## src/rtl/ps2_pkg.sv

```systemverilog
// Shared types and constants for the PS/2 receive path.
package ps2_pkg;

    // Frame receive states
    typedef enum logic [1:0] {
        StIdle,
        StData,
        StParity,
        StStop
    } ps2_state_e;

    // rdata_o bit positions
    localparam int unsigned ValidBit = 8;
    localparam int unsigned OvfBit   = 9;
    localparam int unsigned ErrBit   = 10;

    // wdata_i command bits
    localparam int unsigned CmdPopBit = 0;
    localparam int unsigned CmdClrBit = 1;

    // True when data plus parity bit hold an odd number of ones
    function automatic logic odd_parity_ok(input logic [7:0] data, input logic par);
        return ^{data, par};
    endfunction

endpackage

```

## src/rtl/ps2_fifo.sv

```systemverilog
// Small synchronous FIFO for received scan codes. A push into a full FIFO is
// accepted only when a pop happens in the same cycle.
module ps2_fifo #(
    parameter int unsigned FIFO_DEPTH = 4
) (
    input  logic       clk_i,
    input  logic       rst_i,
    input  logic       push_i,
    input  logic [7:0] wdata_i,
    input  logic       pop_i,
    output logic [7:0] rdata_o,
    output logic       full_o,
    output logic       empty_o
);

    localparam int unsigned PtrW = $clog2(FIFO_DEPTH);
    localparam int unsigned CntW = $clog2(FIFO_DEPTH) + 1;

    logic [7:0]      mem_q [FIFO_DEPTH];
    logic [PtrW-1:0] wr_ptr_q, rd_ptr_q;
    logic [CntW-1:0] count_q;
    logic            do_push, do_pop;

    assign empty_o = (count_q == '0);
    assign full_o  = (count_q == CntW'(FIFO_DEPTH));
    assign do_pop  = pop_i && !empty_o;
    assign do_push = push_i && (!full_o || do_pop);
    assign rdata_o = mem_q[rd_ptr_q];

    // Pointer and occupancy tracking; pointers wrap naturally at the power-of-two depth
    always_ff @(posedge clk_i) begin
        if (rst_i) begin
            wr_ptr_q <= '0;
            rd_ptr_q <= '0;
            count_q  <= '0;
        end else begin
            if (do_push) begin
                wr_ptr_q <= wr_ptr_q + PtrW'(1);
            end
            if (do_pop) begin
                rd_ptr_q <= rd_ptr_q + PtrW'(1);
            end
            if (do_push && !do_pop) begin
                count_q <= count_q + CntW'(1);
            end else if (do_pop && !do_push) begin
                count_q <= count_q - CntW'(1);
            end
        end
    end

    // Storage array, no reset needed since reads of an empty FIFO are masked upstream
    always_ff @(posedge clk_i) begin
        if (do_push) begin
            mem_q[wr_ptr_q] <= wdata_i;
        end
    end

endmodule

```

## src/rtl/ps2_receiver.sv

```systemverilog
// PS/2 device-to-host receiver: synchronizes and filters the bus, decodes
// 11-bit frames, and queues good scan codes behind a 32-bit status/data word.
module ps2_receiver
    import ps2_pkg::*;
#(
    parameter int unsigned FIFO_DEPTH     = 4,
    parameter int unsigned FILTER_LEN     = 8,
    parameter int unsigned TIMEOUT_CYCLES = 50000
) (
    input  logic        clk_i,
    input  logic        rst_i,
    input  logic        ps2_clk_i,
    input  logic        ps2_data_i,
    input  logic        we_i,
    input  logic [31:0] wdata_i,
    output logic [31:0] rdata_o,
    output logic        irq_o
);

    localparam int unsigned FiltW = $clog2(FILTER_LEN + 1);
    localparam int unsigned TmoW  = $clog2(TIMEOUT_CYCLES + 1);

    logic [1:0]       clk_sync_q, data_sync_q;
    logic             clk_s, data_s;
    logic             filt_q;
    logic [FiltW-1:0] filt_cnt_q;
    logic             filt_flip, sample_evt;

    ps2_state_e       state_q, state_d;
    logic [7:0]       shift_q;
    logic [2:0]       bit_cnt_q;
    logic             par_ok_q;
    logic [TmoW-1:0]  tmo_cnt_q;
    logic             tmo_hit;

    logic             frame_push, frame_bad;
    logic             cmd_pop, cmd_clr;
    logic             ovf_q, err_q;
    logic [7:0]       fifo_head;
    logic             fifo_full, fifo_empty;
    logic             unused_wdata;

    assign clk_s        = clk_sync_q[1];
    assign data_s       = data_sync_q[1];
    assign cmd_pop      = we_i && wdata_i[CmdPopBit];
    assign cmd_clr      = we_i && wdata_i[CmdClrBit];
    assign unused_wdata = ^wdata_i[31:2];

    // Level flips on the FILTER_LEN-th consecutive sample that differs from it
    assign filt_flip  = (clk_s != filt_q) && (filt_cnt_q == FiltW'(FILTER_LEN - 1));
    assign sample_evt = filt_flip && filt_q;

    // Input synchronizers and glitch filter on the PS/2 clock
    always_ff @(posedge clk_i) begin
        if (rst_i) begin
            clk_sync_q  <= 2'b11;
            data_sync_q <= 2'b11;
            filt_q      <= 1'b1;
            filt_cnt_q  <= '0;
        end else begin
            clk_sync_q  <= {clk_sync_q[0], ps2_clk_i};
            data_sync_q <= {data_sync_q[0], ps2_data_i};
            if (clk_s == filt_q) begin
                filt_cnt_q <= '0;
            end else if (filt_flip) begin
                filt_q     <= clk_s;
                filt_cnt_q <= '0;
            end else begin
                filt_cnt_q <= filt_cnt_q + FiltW'(1);
            end
        end
    end

    // Mid-frame inactivity watchdog
    assign tmo_hit = (state_q != StIdle) && !sample_evt &&
                     (tmo_cnt_q == TmoW'(TIMEOUT_CYCLES - 1));

    // Watchdog counter, restarted by every sample event
    always_ff @(posedge clk_i) begin
        if (rst_i || (state_q == StIdle) || sample_evt || tmo_hit) begin
            tmo_cnt_q <= '0;
        end else begin
            tmo_cnt_q <= tmo_cnt_q + TmoW'(1);
        end
    end

    // FSM state register
    always_ff @(posedge clk_i) begin
        if (rst_i) begin
            state_q <= StIdle;
        end else begin
            state_q <= state_d;
        end
    end

    // FSM next-state logic
    always_comb begin
        state_d = state_q;
        if (tmo_hit) begin
            state_d = StIdle;
        end else if (sample_evt) begin
            case (state_q)
                StIdle:   if (!data_s) state_d = StData;
                StData:   if (bit_cnt_q == 3'd7) state_d = StParity;
                StParity: state_d = StStop;
                StStop:   state_d = StIdle;
                default:  state_d = StIdle;
            endcase
        end
    end

    // FSM outputs: accept or reject the frame on the stop-bit sample
    always_comb begin
        frame_push = 1'b0;
        frame_bad  = 1'b0;
        if (sample_evt && (state_q == StStop)) begin
            if (data_s && par_ok_q) begin
                frame_push = 1'b1;
            end else begin
                frame_bad = 1'b1;
            end
        end
    end

    // Frame datapath: LSB-first shift register, bit counter, parity result
    always_ff @(posedge clk_i) begin
        if (rst_i) begin
            shift_q   <= '0;
            bit_cnt_q <= '0;
            par_ok_q  <= 1'b0;
        end else if (sample_evt) begin
            case (state_q)
                StIdle: bit_cnt_q <= '0;
                StData: begin
                    shift_q   <= {data_s, shift_q[7:1]};
                    bit_cnt_q <= bit_cnt_q + 3'd1;
                end
                StParity: par_ok_q <= odd_parity_ok(shift_q, data_s);
                default: ;
            endcase
        end
    end

    // Sticky flags; a new event in the clearing cycle keeps the flag set
    always_ff @(posedge clk_i) begin
        if (rst_i) begin
            ovf_q <= 1'b0;
            err_q <= 1'b0;
        end else begin
            ovf_q <= (frame_push && fifo_full && !cmd_pop) || (ovf_q && !cmd_clr);
            err_q <= frame_bad || (err_q && !cmd_clr);
        end
    end

    ps2_fifo #(
        .FIFO_DEPTH (FIFO_DEPTH)
    ) u_fifo (
        .clk_i   (clk_i),
        .rst_i   (rst_i),
        .push_i  (frame_push),
        .wdata_i (shift_q),
        .pop_i   (cmd_pop),
        .rdata_o (fifo_head),
        .full_o  (fifo_full),
        .empty_o (fifo_empty)
    );

    // Zero-latency status/data word
    always_comb begin
        rdata_o = '0;
        if (!fifo_empty) begin
            rdata_o[7:0] = fifo_head;
        end
        rdata_o[ValidBit] = !fifo_empty;
        rdata_o[OvfBit]   = ovf_q;
        rdata_o[ErrBit]   = err_q;
    end

    assign irq_o = !fifo_empty;

endmodule

```

## config.mk

```make
export PLATFORM = sky130hd
export DESIGN_NAME = ps2_receiver
export DESIGN_NICKNAME = d
export VERILOG_FILES = /design/src/rtl/ps2_pkg.sv /design/src/rtl/ps2_fifo.sv /design/src/rtl/ps2_receiver.sv
export SDC_FILE = /design/constraint.sdc
export NUM_CORES = 1
export LEC_CHECK = 0
export ABC_AREA = 1
export CORE_UTILIZATION = 42
export CTS_CLUSTER_SIZE = 10
export DETAILED_ROUTE_END_ITERATION = 8
export PLACE_DENSITY = 0.74
export SLEW_MARGIN = 25
export SYNTH_ARGS = -nofsm -noshare
export SYNTH_HDL_FRONTEND = slang
export SYNTH_HIERARCHICAL = 1
export SYNTH_SLANG_ARGS = --single-unit
```

## constraint.sdc

```tcl
create_clock -name clk_i -period 2.67 [get_ports clk_i]
set_clock_uncertainty 0.1 [all_clocks]
set_input_delay 0.267 -clock clk_i [delete_from_list [all_inputs] [get_ports clk_i]]
set_output_delay 0.267 -clock clk_i [all_outputs]
set_load 0.02 [all_outputs]
```

==> results of run 1 <==
-- cells in the final DEF (no fill, tap or decap), types with 2 or more instances in the layout --
| master | synthesis | final |
|---|---|---|
| sky130_fd_sc_hd__edfxtp_1 | 32 | 32 |
| sky130_fd_sc_hd__nand2_4 | 2 | 2 |
| sky130_fd_sc_hd__conb_1 | 1 | 21 |
| sky130_fd_sc_hd__or2_2 | 4 | 4 |
| sky130_fd_sc_hd__clkinv_2 | 1 | 2 |
| sky130_fd_sc_hd__nand2_1 | 63 | 63 |
| sky130_fd_sc_hd__dfxtp_1 | 50 | 48 |
| sky130_fd_sc_hd__a21oi_1 | 25 | 25 |
| sky130_fd_sc_hd__nand3_2 | 2 | 2 |
| sky130_fd_sc_hd__o22ai_1 | 8 | 8 |
| sky130_fd_sc_hd__xor2_1 | 3 | 3 |
| sky130_fd_sc_hd__nand2_2 | 3 | 3 |
| sky130_fd_sc_hd__bufinv_16 | 0 | 3 |
| sky130_fd_sc_hd__nand4_1 | 8 | 8 |
| sky130_fd_sc_hd__nand3_1 | 23 | 23 |
| sky130_fd_sc_hd__nor2_1 | 61 | 60 |
| sky130_fd_sc_hd__nor2_4 | 2 | 2 |
| sky130_fd_sc_hd__a21oi_2 | 5 | 5 |
| sky130_fd_sc_hd__inv_1 | 66 | 65 |
| sky130_fd_sc_hd__dfxtp_2 | 0 | 2 |
| sky130_fd_sc_hd__nor3_1 | 5 | 5 |
| sky130_fd_sc_hd__o21ai_2 | 3 | 3 |
| sky130_fd_sc_hd__o21ai_0 | 26 | 26 |
| sky130_fd_sc_hd__buf_4 | 25 | 8 |
| sky130_fd_sc_hd__ha_1 | 13 | 13 |
| sky130_fd_sc_hd__xnor2_1 | 4 | 4 |
| sky130_fd_sc_hd__clkbuf_1 | 3 | 2 |
| sky130_fd_sc_hd__nor2_2 | 8 | 9 |
| sky130_fd_sc_hd__clkbuf_8 | 0 | 9 |
| sky130_fd_sc_hd__clkdlybuf4s50_1 | 0 | 18 |
| sky130_fd_sc_hd__inv_2 | 1 | 2 |
-- Yosys cell counts (13+ instances only) --
cell type,count
sky130_fd_sc_hd__a21oi_1,25
sky130_fd_sc_hd__buf_4,25
sky130_fd_sc_hd__dfxtp_1,50
sky130_fd_sc_hd__edfxtp_1,32
sky130_fd_sc_hd__ha_1,13
sky130_fd_sc_hd__inv_1,66
sky130_fd_sc_hd__nand2_1,63
sky130_fd_sc_hd__nand3_1,23
sky130_fd_sc_hd__nor2_1,61
sky130_fd_sc_hd__o21ai_0,26
-- state kept, by name, indices dropped and copies added (netlist names), 2 cells and up, named ones only --
register / count
u_fifo/mem_q: 32
tmo_cnt_q: 16
shift_q: 8
filt_cnt_q: 4
bit_cnt_q: 3
u_fifo/count_q: 3
clk_sync_q: 2
data_sync_q: 2
state_q: 2
u_fifo/rd_ptr_q: 2
u_fifo/wr_ptr_q: 2
-- through the flow --
stage / total power [mW] / std cells / util, %
6_report: 2.39 / 601 / 48.2
5_1_grt: 2.48 / 601 / 48.2
4_1_cts: 2.42 / 601 / 48.1
3_5_place_dp: 1.38 / 585 / 45.6
3_3_place_gp: 1.38 / 585 / 45.6
2_1_floorplan: 1.39 / 479 / -
-- worst max-delay path: stages, from the launching register on --
cell and delay, ns:
sky130_fd_sc_hd__dfxtp_2 0.35, sky130_fd_sc_hd__ha_1 0.18, sky130_fd_sc_hd__nand2_2 0.09, sky130_fd_sc_hd__nor2_4 0.13
sky130_fd_sc_hd__nand2_4 0.09, sky130_fd_sc_hd__clkinv_2 0.10, sky130_fd_sc_hd__nand2_1 0.07, sky130_fd_sc_hd__nor2_2 0.13
sky130_fd_sc_hd__nand2_1 0.10, sky130_fd_sc_hd__inv_1 0.07, sky130_fd_sc_hd__ha_1 0.17, sky130_fd_sc_hd__inv_1 0.07
sky130_fd_sc_hd__fa_1 0.38, sky130_fd_sc_hd__inv_1 0.07, sky130_fd_sc_hd__nand2_1 0.05, sky130_fd_sc_hd__nand3_1 0.10
sky130_fd_sc_hd__nand2_1 0.07, sky130_fd_sc_hd__nand2_1 0.06, sky130_fd_sc_hd__nor2_1 0.04
-- path summary, 6_finish.rpt --
kind,startpoint,end,slack [ns],cells after the start
worst max-delay path,filt_cnt_q[0],u_fifo/count_q[2],0.16,18
worst min-delay path,data_sync_q[0],data_sync_q[1],0.31,1
worst max register to register,filt_cnt_q[0],u_fifo/count_q[2],0.16,18
worst min register to register,data_sync_q[0],data_sync_q[1],0.31,1
-- kinds of logic after synthesis --
group	Yosys count	synth area share, %
DFF	82	49.7
adders and majority gates	14	4.63
and+or+nand+nor	184	21.2
xor gates and xnor gates	7	1.55
AOI/OAI and AO/OA	72	10.4
other	1	0.0950
buffers and inverters	99	12.4
-- routing by layer --
| layer | share of wire [%] | wire length [um] | vias up |
|---|---|---|---|
| met4 | 1.1 | 76 | 0 |
| met1 | 43 | 2970 | 1355 |
| met2 | 52 | 3620 | 58 |
| met3 | 3.5 | 244 | 9 |
| li1 | - | - | 1495 |
| met5 | 0 | 0 | - |
-- area by class of cell --
cell class / count / share of cell area, %
Clock buffer: 11 / 2.98
Tap cell: 111 / 3.15
Timing Repair Buffer: 26 / 5.45
Multi-Input combinational cell: 298 / 35.7
Inverter: 68 / 5.82
Sequential cell: 82 / 44.6
Clock inverter: 5 / 2.33
-- power breakdown --
group          switching [mW]  total [mW]  leakage, nW  internal (mW)
Clock                   0.422        1.04        0.114          0.620
Combinational          0.0424      0.0571        0.852         0.0147
Sequential            0.00216        1.29        0.777           1.29
Total                   0.467        2.39         1.74           1.93
==> summary.md, run 1 <==
| Metric | Value |
|---|---|
| Reg area | 1960 um2 |
| CTS sink count | 82 |
| Final slew viol count | 0 |
| Number of buffers added by the clock tree synthesis step | 9 |
| Cell count after synthesis | 459 |
| Number of unique standard cell types used by synthesis | 37 |
| Clock root buffer | sky130_fd_sc_hd__clkbuf_8 |
| Path category of the worst min-delay check | reg -> reg |
| Antenna Cells | 0 |
| Layout cells sized above 1 | 11.8% |
| H-tree depth | 3 |
| Flops & latches, synth | 82 |
| Buffers inserted during post-CTS setup optimization | 0 |
| HPWL reported at the end of detailed placement | 5020 um |
| Share of the synthesized area in the top cell type | 25.3% |
| Num ports | 70 |
| Final worst path period need | 2.51 ns |
| Routed length per placed instance | 11.5 um |
| Clock tree from TritonCTS | built |
| Startpoint type of the worst setup path | flip-flop |
| Die Span Y | 99.0 um |
| Num rows | 35 |
| Starting density of the core | 43.1% |
| Sequential-to-total area share from yosys stat | 49.7% |
| Pin count of the biggest net entering global routing | 17 |
| Worst Setup Slack, final | 0.155 ns |
| Clock insertion delay at the later pin of the skew report | 0.35 ns |
| Layer carrying the most global-route usage | met2 |
| Drc violations | 0 |
| Post-Place Cell Area | 4170 um2 |
| Global-route wire length before repair | 12000 um |
| Yosys warning total | 6 |
| Global-route usage over all layers | 15.5% |
| Die outline area | 9790 um2 |
| Main area contributors after synthesis | sky130_fd_sc_hd__dfxtp_1 (25%), sky130_fd_sc_hd__edfxtp_1 (24%), sky130_fd_sc_hd__inv_1 (6.3%) |
| Post-DRT Antenna Nets | 0 |
| Final instance area | 4410 um2 |
| Final weighted congestion in routability-driven placement | 0.827 |
| Final wirelength | 6910 um |
| Post-route setup TNS | 0 ns |
| Final clock period utilization by the worst path | 94.2% |
| Critical Path Fanout Max | 6 |
| Async set-reset flop share out of synthesis | 0% |
| Number of gates given a new drive strength after cts | 0 |
| Power density relative to cell area | 543 nW/um2 |
| Grt ovf | 0 |
| Dominant cell type by area after synthesis | sky130_fd_sc_hd__dfxtp_1 |
| Met1 Resource Use GR | 16.5% |
| Status | finished clean |
| Number of violations reported at the end of detailed-routing iteration 0 | 111 |
| Count of input and output buffers | 18 |
| CTS Hold Bufs | 0 |
| Net count, final | 536 |
| Total leakage power | 1.74 nW |
| Area occupied by multi-input gates | 1580 um2 |
| Standard cell core area | 9150 um2 |
| Final Hold Violating Endpoints | 0 |
| Synth-to-Final Area Change | 11.7% |
| Total via count in the routed design | 2917 |
| Top FF cell, synth | sky130_fd_sc_hd__dfxtp_1 |
| Vias in the first global route | 2742 |
| Max frequency | 398 MHz |
| Final worst hold slack | 0.311 ns |
| 1st-pass router iterations | 4 |
| Worst-case clock buffer depth | 2 |
| Max-Cap Viols | 0 |
| Placement Setup Slack | 0.142 ns |
| Arrival time of the worst setup path | 2.66 ns |
| CP Data Required Time | 2.82 ns |
| M3 GR Usage | 4.89% |
| Critical path class | reg -> reg |
| Number of antenna violations at the first check in global routing | 0 |
| Number of vias per cell | 4.85 |
| Count of flip-flops with a built-in enable after synthesis | 32 |
| Worst-case vdd ir drop | 0.417 mV |
| Clock-pin transition on the worst setup and hold timing paths | 0.08 ns |
| Mapped cell area | 3950 um2 |
| X dimension of the die | 99.0 um |
| Fillcell total | 829 |
| Endpoint class of the critical path | flip-flop |
| Setup repair after global routing missed its margin | yes |
| Final number of setup-violating endpoints | 0 |
| Mean post-synth cell area | 8.60 um2 |
| Met2 track demand over resource | 29.3% |
Note: power is estimated with default switching activity, not from simulation.
==> inputs of run 2 (changes only) <==
--- a/config.mk
+++ b/config.mk
@@ -6,7 +6,7 @@
 export NUM_CORES = 1
 export LEC_CHECK = 0
 export ABC_AREA = 1
-export CORE_UTILIZATION = 42
+export CORE_UTILIZATION = 40
 export CTS_CLUSTER_SIZE = 10
 export DETAILED_ROUTE_END_ITERATION = 8
 export PLACE_DENSITY = 0.74
==> constraint.sdc (replaced) <==
create_clock -name clk_i -period 2.3 [get_ports clk_i]
set_clock_uncertainty 0.1 [all_clocks]
set_input_delay 0.23 -clock clk_i [delete_from_list [all_inputs] [get_ports clk_i]]
set_output_delay 0.23 -clock clk_i [all_outputs]
set_load 0.02 [all_outputs]
==> run 2 against run 1 <==
Against the previous run: total power is 6.2% higher; sequential share of layout area is 1.0 points lower; via count is 0.38% higher; cell count is 4.7% higher; register-to-register slack worse by 0.06 ns; worst setup slack worse by 0.063 ns; hold slack worse by 0.0030 ns; die area is 4.9% higher; critical path depth stayed put; flip-flop and latch count stayed put.
==> summary.md, run 2 (same netlist as run 1, synthesis figures left out) <==
| Metric | Value |
|---|---|
| Final instance area | 4520 um2 (+2.6%) |
| Vias in the first global route | 2817 (+2.7%) |
| Global-route usage over all layers | 15.0% (-0.44 points) |
| Total via count in the routed design | 2928 (+0.38%) |
| CTS sink count | 82 (unchanged) |
| Final worst path period need | 2.21 ns (-0.307 ns) |
| Final slew viol count | 0 (unchanged) |
| Die outline area | 10300 um2 (+4.9%) |
| Final number of setup-violating endpoints | 0 (unchanged) |
| HPWL reported at the end of detailed placement | 4990 um (-0.67%) |
| H-tree depth | 3 (unchanged) |
| Status | finished clean |
| CP Data Required Time | 2.47 ns (-0.35 ns) |
| Worst-case vdd ir drop | 0.290 mV (-30%) |
| Number of violations reported at the end of detailed-routing iteration 0 | 104 (-6.3%) |
| Total leakage power | 1.84 nW (+5.8%) |
| Number of cells on the worst hold path | 1 (unchanged) |
| Overall power of the completed layout | 2.54 mW (+6.2%) |
| Registers with the most flip-flops | u_fifo/mem_q (32), tmo_cnt_q (16), shift_q (8) |
| Pin count of the biggest net entering global routing | 18 (+1) |
| Launch point of the worst reg-to-reg path | filt_cnt_q[1] |
| End point of the critical path | u_fifo/count_q[2] |
| Critical path class | reg -> reg |
| X dimension of the die | 101 um (+2.4%) |
| Max-Cap Viols | 0 (unchanged) |
| Power density relative to cell area | 562 nW/um2 (+3.5%) |
| Worst-case clock buffer depth | 2 (unchanged) |
| Clock tree from TritonCTS | built |
| Die Span Y | 101 um (+2.4%) |
| Path category of the worst min-delay check | reg -> reg |
| 1st-pass router iterations | 4 (unchanged) |
| Clock insertion delay at the later pin of the skew report | 0.36 ns (about the same) |
| Endpoint class of the critical path | flip-flop |
| Clock root buffer | sky130_fd_sc_hd__clkbuf_8 |
| Number of buffers added by the clock tree synthesis step | 9 (unchanged) |
| Standard cell core area | 9420 um2 (+2.9%) |
| Global-route wire length before repair | 11900 um (-0.63%) |
| Post-Place Cell Area | 4260 um2 (+2.2%) |
| Count of input and output buffers | 18 (unchanged) |
| Number of vias per cell | 4.66 (-4.1%) |
| Antenna Cells | 0 (unchanged) |
| Grt ovf | 0 (unchanged) |
| Layout cells sized above 1 | 17.0% (+5.2 points) |
| Routed length per placed instance | 11.2 um (-2.4%) |
| Final clock period utilization by the worst path | 96.0% (+1.8 points) |
| Arrival time of the worst setup path | 2.37 ns (-0.29 ns) |
| Utilization of the core after routing | 48.0% (-0.14 points) |
| Starting density of the core | 41.9% (-1.2 points) |
| Worst Setup Slack, final | 0.0929 ns (-0.0625 ns) |
| Commonest non-fill, non-tap cell in the layout | sky130_fd_sc_hd__inv_1 |
| Post-DRT Antenna Nets | 0 (unchanged) |
| Clock-pin transition on the worst setup and hold timing paths | 0.09 ns (about the same) |
| Net count, final | 546 (+1.9%) |
| Placement Setup Slack | 0.0282 ns (-0.114 ns) |
| Drc violations | 0 (unchanged) |
| Most frequent cells in the layout | sky130_fd_sc_hd__inv_1 (61), sky130_fd_sc_hd__nor2_1 (60), sky130_fd_sc_hd__nand2_1 (59) |
| Final Hold Violating Endpoints | 0 (unchanged) |
| Number of antenna violations at the first check in global routing | 0 (unchanged) |
| Final worst hold slack | 0.308 ns (-0.00295 ns) |
| Reg with most FFs | u_fifo/mem_q |
| Num ports | 70 (unchanged) |
| Flip-flop count of the largest register after layout | 32 (unchanged) |
| Capture point of the worst reg-to-reg path | u_fifo/count_q[2] |
| Final weighted congestion in routability-driven placement | 0.815 (-1.5%) |
| Final wirelength | 7060 um (+2.1%) |
| Max frequency | 453 MHz (+14%) |
| Num rows | 35 (unchanged) |
| Critical Path Fanout Max | 3 (-3) |
| Start point of the critical path | filt_cnt_q[1] |
| R2R depth | 18 (unchanged) |
| Synth-to-Final Area Change | 14.5% |
| Startpoint type of the worst setup path | flip-flop |
| Worst reg2reg setup slack | 0.09 ns (-0.06 ns) |
-- run 2: cell count changes in the layout (fill, tap and decap cells not counted), sizes merged, moves of 2 or more --
cell	delta
inv	+3
buf	+10
clkbuf	-2
bufinv	-3
dlygate4sd2	+8
clkdlybuf4s50	-9
-- run 2: report_power, final --
group	switching [mW]	total, mW	internal [mW]	leakage [nW]
registers	0.00239	1.50	1.50	0.779
logic	0.0499	0.0701	0.0202	0.973
clock network	0.559	0.969	0.410	0.0925
-- run 2: worst max-delay path, cell delays in order (launching register included) --
cell and delay, ns:
sky130_fd_sc_hd__dfxtp_2 0.36, sky130_fd_sc_hd__ha_4 0.15, sky130_fd_sc_hd__nand2_4 0.06, sky130_fd_sc_hd__nor2_4 0.15, sky130_fd_sc_hd__nand2_4 0.07, sky130_fd_sc_hd__clkinv_2 0.05, sky130_fd_sc_hd__nand2_2 0.05, sky130_fd_sc_hd__nor2_4 0.11
sky130_fd_sc_hd__nand2_2 0.07, sky130_fd_sc_hd__inv_2 0.07, sky130_fd_sc_hd__ha_4 0.14, sky130_fd_sc_hd__inv_2 0.05, sky130_fd_sc_hd__fa_2 0.37, sky130_fd_sc_hd__inv_2 0.07, sky130_fd_sc_hd__nand2_2 0.05, sky130_fd_sc_hd__nand3_2 0.06
sky130_fd_sc_hd__nand2_1 0.05, sky130_fd_sc_hd__nand2_1 0.06, sky130_fd_sc_hd__nor2_1 0.04
-- run 2: metal layers --
layer,track usage (%),wire length [um]
met5,0,0
met2,28.5,3680
met4,5.46,72
met3,4.55,258
met1,15.4,3050
-- run 2: worst min path at each step --
stage / end / from
2_1_floorplan: flip-flop / rst_i
3_5_place_dp: clk_sync_q[1] / clk_sync_q[0]
5_1_grt: data_sync_q[1] / data_sync_q[0]
4_1_cts: clk_sync_q[1] / clk_sync_q[0]
3_3_place_gp: data_sync_q[1] / data_sync_q[0]
6_report: clk_sync_q[1] / clk_sync_q[0]
-- run 2: repair_timing --
item / CTS / global route
endpoints found under the hold margin: 0 / 0
resized for setup: 11 / 19
setup endpoints to repair: 8 / 4
hold buffers: 0 / 0
setup buffers: 0 / 4
pin swaps: 0 / 6
-- run 2: per-stage QoR --
step | setup TNS [ns] | cells
2_1_floorplan | 0 | 479
3_3_place_gp | 0 | 609
3_5_place_dp | 0 | 609
4_1_cts | 0 | 625
5_1_grt | -0.0685 | 629
6_report | 0 | 629
-- run 2: layout make-up --
| class | count | area, um2 |
|---|---|---|
| timing repair buffer | 36 | 320 |
| fill | 871 | 4890 |
| clock inverter | 7 | 58.8 |
| clock buffer | 9 | 124 |
| sequential | 82 | 1970 |
| multi-input combinational | 298 | 1630 |
| inverter | 68 | 263 |
| tap | 129 | 161 |
==> inputs of run 3 (changes only) <==
--- a/config.mk
+++ b/config.mk
@@ -15,3 +15,4 @@
 export SYNTH_HDL_FRONTEND = slang
 export SYNTH_HIERARCHICAL = 1
 export SYNTH_SLANG_ARGS = --single-unit
+export TNS_END_PERCENT = 50
==> run 3 against run 2 <==
Against the previous run: die area unchanged; clock power about the same; sequential power about the same; highest routed layer unchanged; hold slack unchanged; worst setup slack improved by 0.0015 ns; utilization decreased by 0.21 points.
==> summary.md, run 3 (same netlist as run 1, synthesis figures left out) <==
| Metric | Value |
|---|---|
| Net count, final | 543 (-0.55%) |
| Pin count of the biggest net entering global routing | 18 (unchanged) |
| Final weighted congestion in routability-driven placement | 0.815 (unchanged) |
| Number of placed instances with taps included | 609 (unchanged) |
| Clock-pin transition on the worst setup and hold timing paths | 0.09 ns (about the same) |
| X dimension of the die | 101 um (unchanged) |
| Commonest non-fill, non-tap cell in the layout | sky130_fd_sc_hd__inv_1 |
| Utilization of the core after routing | 47.8% (-0.21 points) |
| Number of vias per cell | 4.67 (+0.27%) |
| Antenna Cells | 0 (unchanged) |
| R2R depth | 18 (unchanged) |
| Total leakage power | 1.85 nW (+0.34%) |
| Synth-to-Final Area Change | 14.0% |
| Starting density of the core | 41.9% (unchanged) |
| Arrival time of the worst setup path | 2.37 ns (about the same) |
| Worst-case clock buffer depth | 2 (unchanged) |
| Global-route wire length before repair | 11900 um (unchanged) |
| Path category of the worst min-delay check | reg -> reg |
| 1st-pass router iterations | 4 (unchanged) |
| CTS Hold Bufs | 0 (unchanged) |
| Die Span Y | 101 um (unchanged) |
| Final slew viol count | 0 (unchanged) |
| Non-filler cells in the finished layout | 626 (-0.48%) |
| Final Hold Violating Endpoints | 0 (unchanged) |
| Final wirelength | 7010 um (-0.61%) |
| Number of violations reported at the end of detailed-routing iteration 0 | 94 (-9.6%) |
| Number of cells on the worst hold path | 1 (unchanged) |
| Max-Cap Viols | 0 (unchanged) |
| Final clock period utilization by the worst path | 95.9% (about the same) |
| Reg with most FFs | u_fifo/mem_q |
| Grt ovf | 0 (unchanged) |
| Startpoint type of the worst setup path | flip-flop |
| Num ports | 70 (unchanged) |
| Die outline area | 10300 um2 (unchanged) |
| Num rows | 35 (unchanged) |
| HPWL reported at the end of detailed placement | 4990 um (unchanged) |
| Power density relative to cell area | 564 nW/um2 (+0.45%) |
| Clock tree from TritonCTS | built |
| Endpoint class of the critical path | flip-flop |
| H-tree depth | 3 (unchanged) |
| Critical path class | reg -> reg |
| CTS sink count | 82 (unchanged) |
| Number of buffers added by the clock tree synthesis step | 9 (unchanged) |
| Registers with the most flip-flops | u_fifo/mem_q (32), tmo_cnt_q (16), shift_q (8) |
| Number of antenna violations at the first check in global routing | 0 (unchanged) |
| Drc violations | 0 (unchanged) |
| CP Data Required Time | 2.47 ns (about the same) |
| Final worst path period need | 2.21 ns (-0.00148 ns) |
| Most frequent cells in the layout | sky130_fd_sc_hd__inv_1 (61), sky130_fd_sc_hd__nor2_1 (60), sky130_fd_sc_hd__nand2_1 (59) |
| Clock insertion delay at the later pin of the skew report | 0.36 ns (about the same) |
| Status | finished clean |
| Total via count in the routed design | 2922 (-0.20%) |
| Post-DRT Antenna Nets | 0 (unchanged) |
| Final number of setup-violating endpoints | 0 (unchanged) |
| Critical Path Fanout Max | 3 (unchanged) |
| Flip-flop count of the largest register after layout | 32 (unchanged) |
| Routed length per placed instance | 11.2 um (-0.13%) |
| Worst-case vdd ir drop | 0.290 mV (about the same) |
| Layout cells sized above 1 | 16.5% (-0.50 points) |
| Vias in the first global route | 2817 (unchanged) |
| Max frequency | 453 MHz (about the same) |
| Standard cell core area | 9420 um2 (unchanged) |
| Count of input and output buffers | 18 (unchanged) |
| Global-route usage over all layers | 15.0% (unchanged) |
| Clock root buffer | sky130_fd_sc_hd__clkbuf_8 |
-- run 3: cell count changes in the layout (fill, tap and decap cells not counted), sizes merged --
cell / delta
buf: -3
clkdlybuf4s50: -1
dlymetal6s2s: +1
-- run 3: critical path, stage by stage, from the launching register on --
cell	delay [ns]
sky130_fd_sc_hd__dfxtp_2	0.36
sky130_fd_sc_hd__ha_4	0.15
sky130_fd_sc_hd__nand2_4	0.06
sky130_fd_sc_hd__nor2_4	0.15
sky130_fd_sc_hd__nand2_4	0.07
sky130_fd_sc_hd__clkinv_2	0.05
sky130_fd_sc_hd__nand2_2	0.05
sky130_fd_sc_hd__nor2_4	0.11
sky130_fd_sc_hd__nand2_2	0.07
sky130_fd_sc_hd__inv_2	0.07
sky130_fd_sc_hd__ha_4	0.14
sky130_fd_sc_hd__inv_2	0.05
sky130_fd_sc_hd__fa_2	0.37
sky130_fd_sc_hd__inv_2	0.07
sky130_fd_sc_hd__nand2_2	0.05
sky130_fd_sc_hd__nand3_2	0.06
sky130_fd_sc_hd__nand2_1	0.05
sky130_fd_sc_hd__nand2_1	0.06
sky130_fd_sc_hd__nor2_1	0.04
-- run 3: cell type report --
type                            instances  area, um2
Fill cell                             876       4910
Tap cell                              129        161
Timing Repair Buffer                   33        300
Inverter                               68        263
Clock buffer                            9        124
Clock inverter                          7       58.8
Sequential cell                        82       1970
Multi-Input combinational cell        298       1630
-- run 3: through the flow --
step	cell area, um2	hold WS (ns)	power, mW	setup TNS [ns]	worst slack (ns)
global placement	4260	0.292	1.60	0	0.0673
detailed placement	4260	0.293	1.60	0	0.0282
finish	4500	0.308	2.54	0	0.0944
CTS	4440	0.309	2.58	0	0.0195
floorplan	4030	0.199	1.61	0	0.00596
global route	4500	0.325	2.65	-0.0685	-0.0376
-- run 3: report_power, final --
| group | total, mW | internal (mW) | switching [mW] |
|---|---|---|---|
| Sequential | 1.50 | 1.50 | 0.00239 |
| Clock | 0.970 | 0.410 | 0.559 |
| Combinational | 0.0699 | 0.0200 | 0.0499 |
| Total | 2.54 | 1.93 | 0.612 |
-- run 3: repair_timing --
item,in CTS,in global routing
resized for setup,11,20
setup buffers,0,1
pin swaps,0,6
endpoints found under the setup margin,8,4
-- run 3: layer usage --
metal	part of all wire (%)	track usage, %	vias to the layer above	wire length [um]
li1	-	-	1507	-
met5	0	0	-	0
met4	1.0	5.46	0	72
met1	43	15.4	1351	3020
met3	3.5	4.55	7	248
met2	52	28.5	57	3670
-- run 3: worst paths after layout --
check | slack [ns] | from | to
worst min register to register | 0.31 | clk_sync_q[0] | clk_sync_q[1]
worst max-delay path | 0.09 | filt_cnt_q[1] | u_fifo/count_q[2]
worst min-delay path | 0.31 | clk_sync_q[0] | clk_sync_q[1]
worst max register to register | 0.09 | filt_cnt_q[1] | u_fifo/count_q[2]
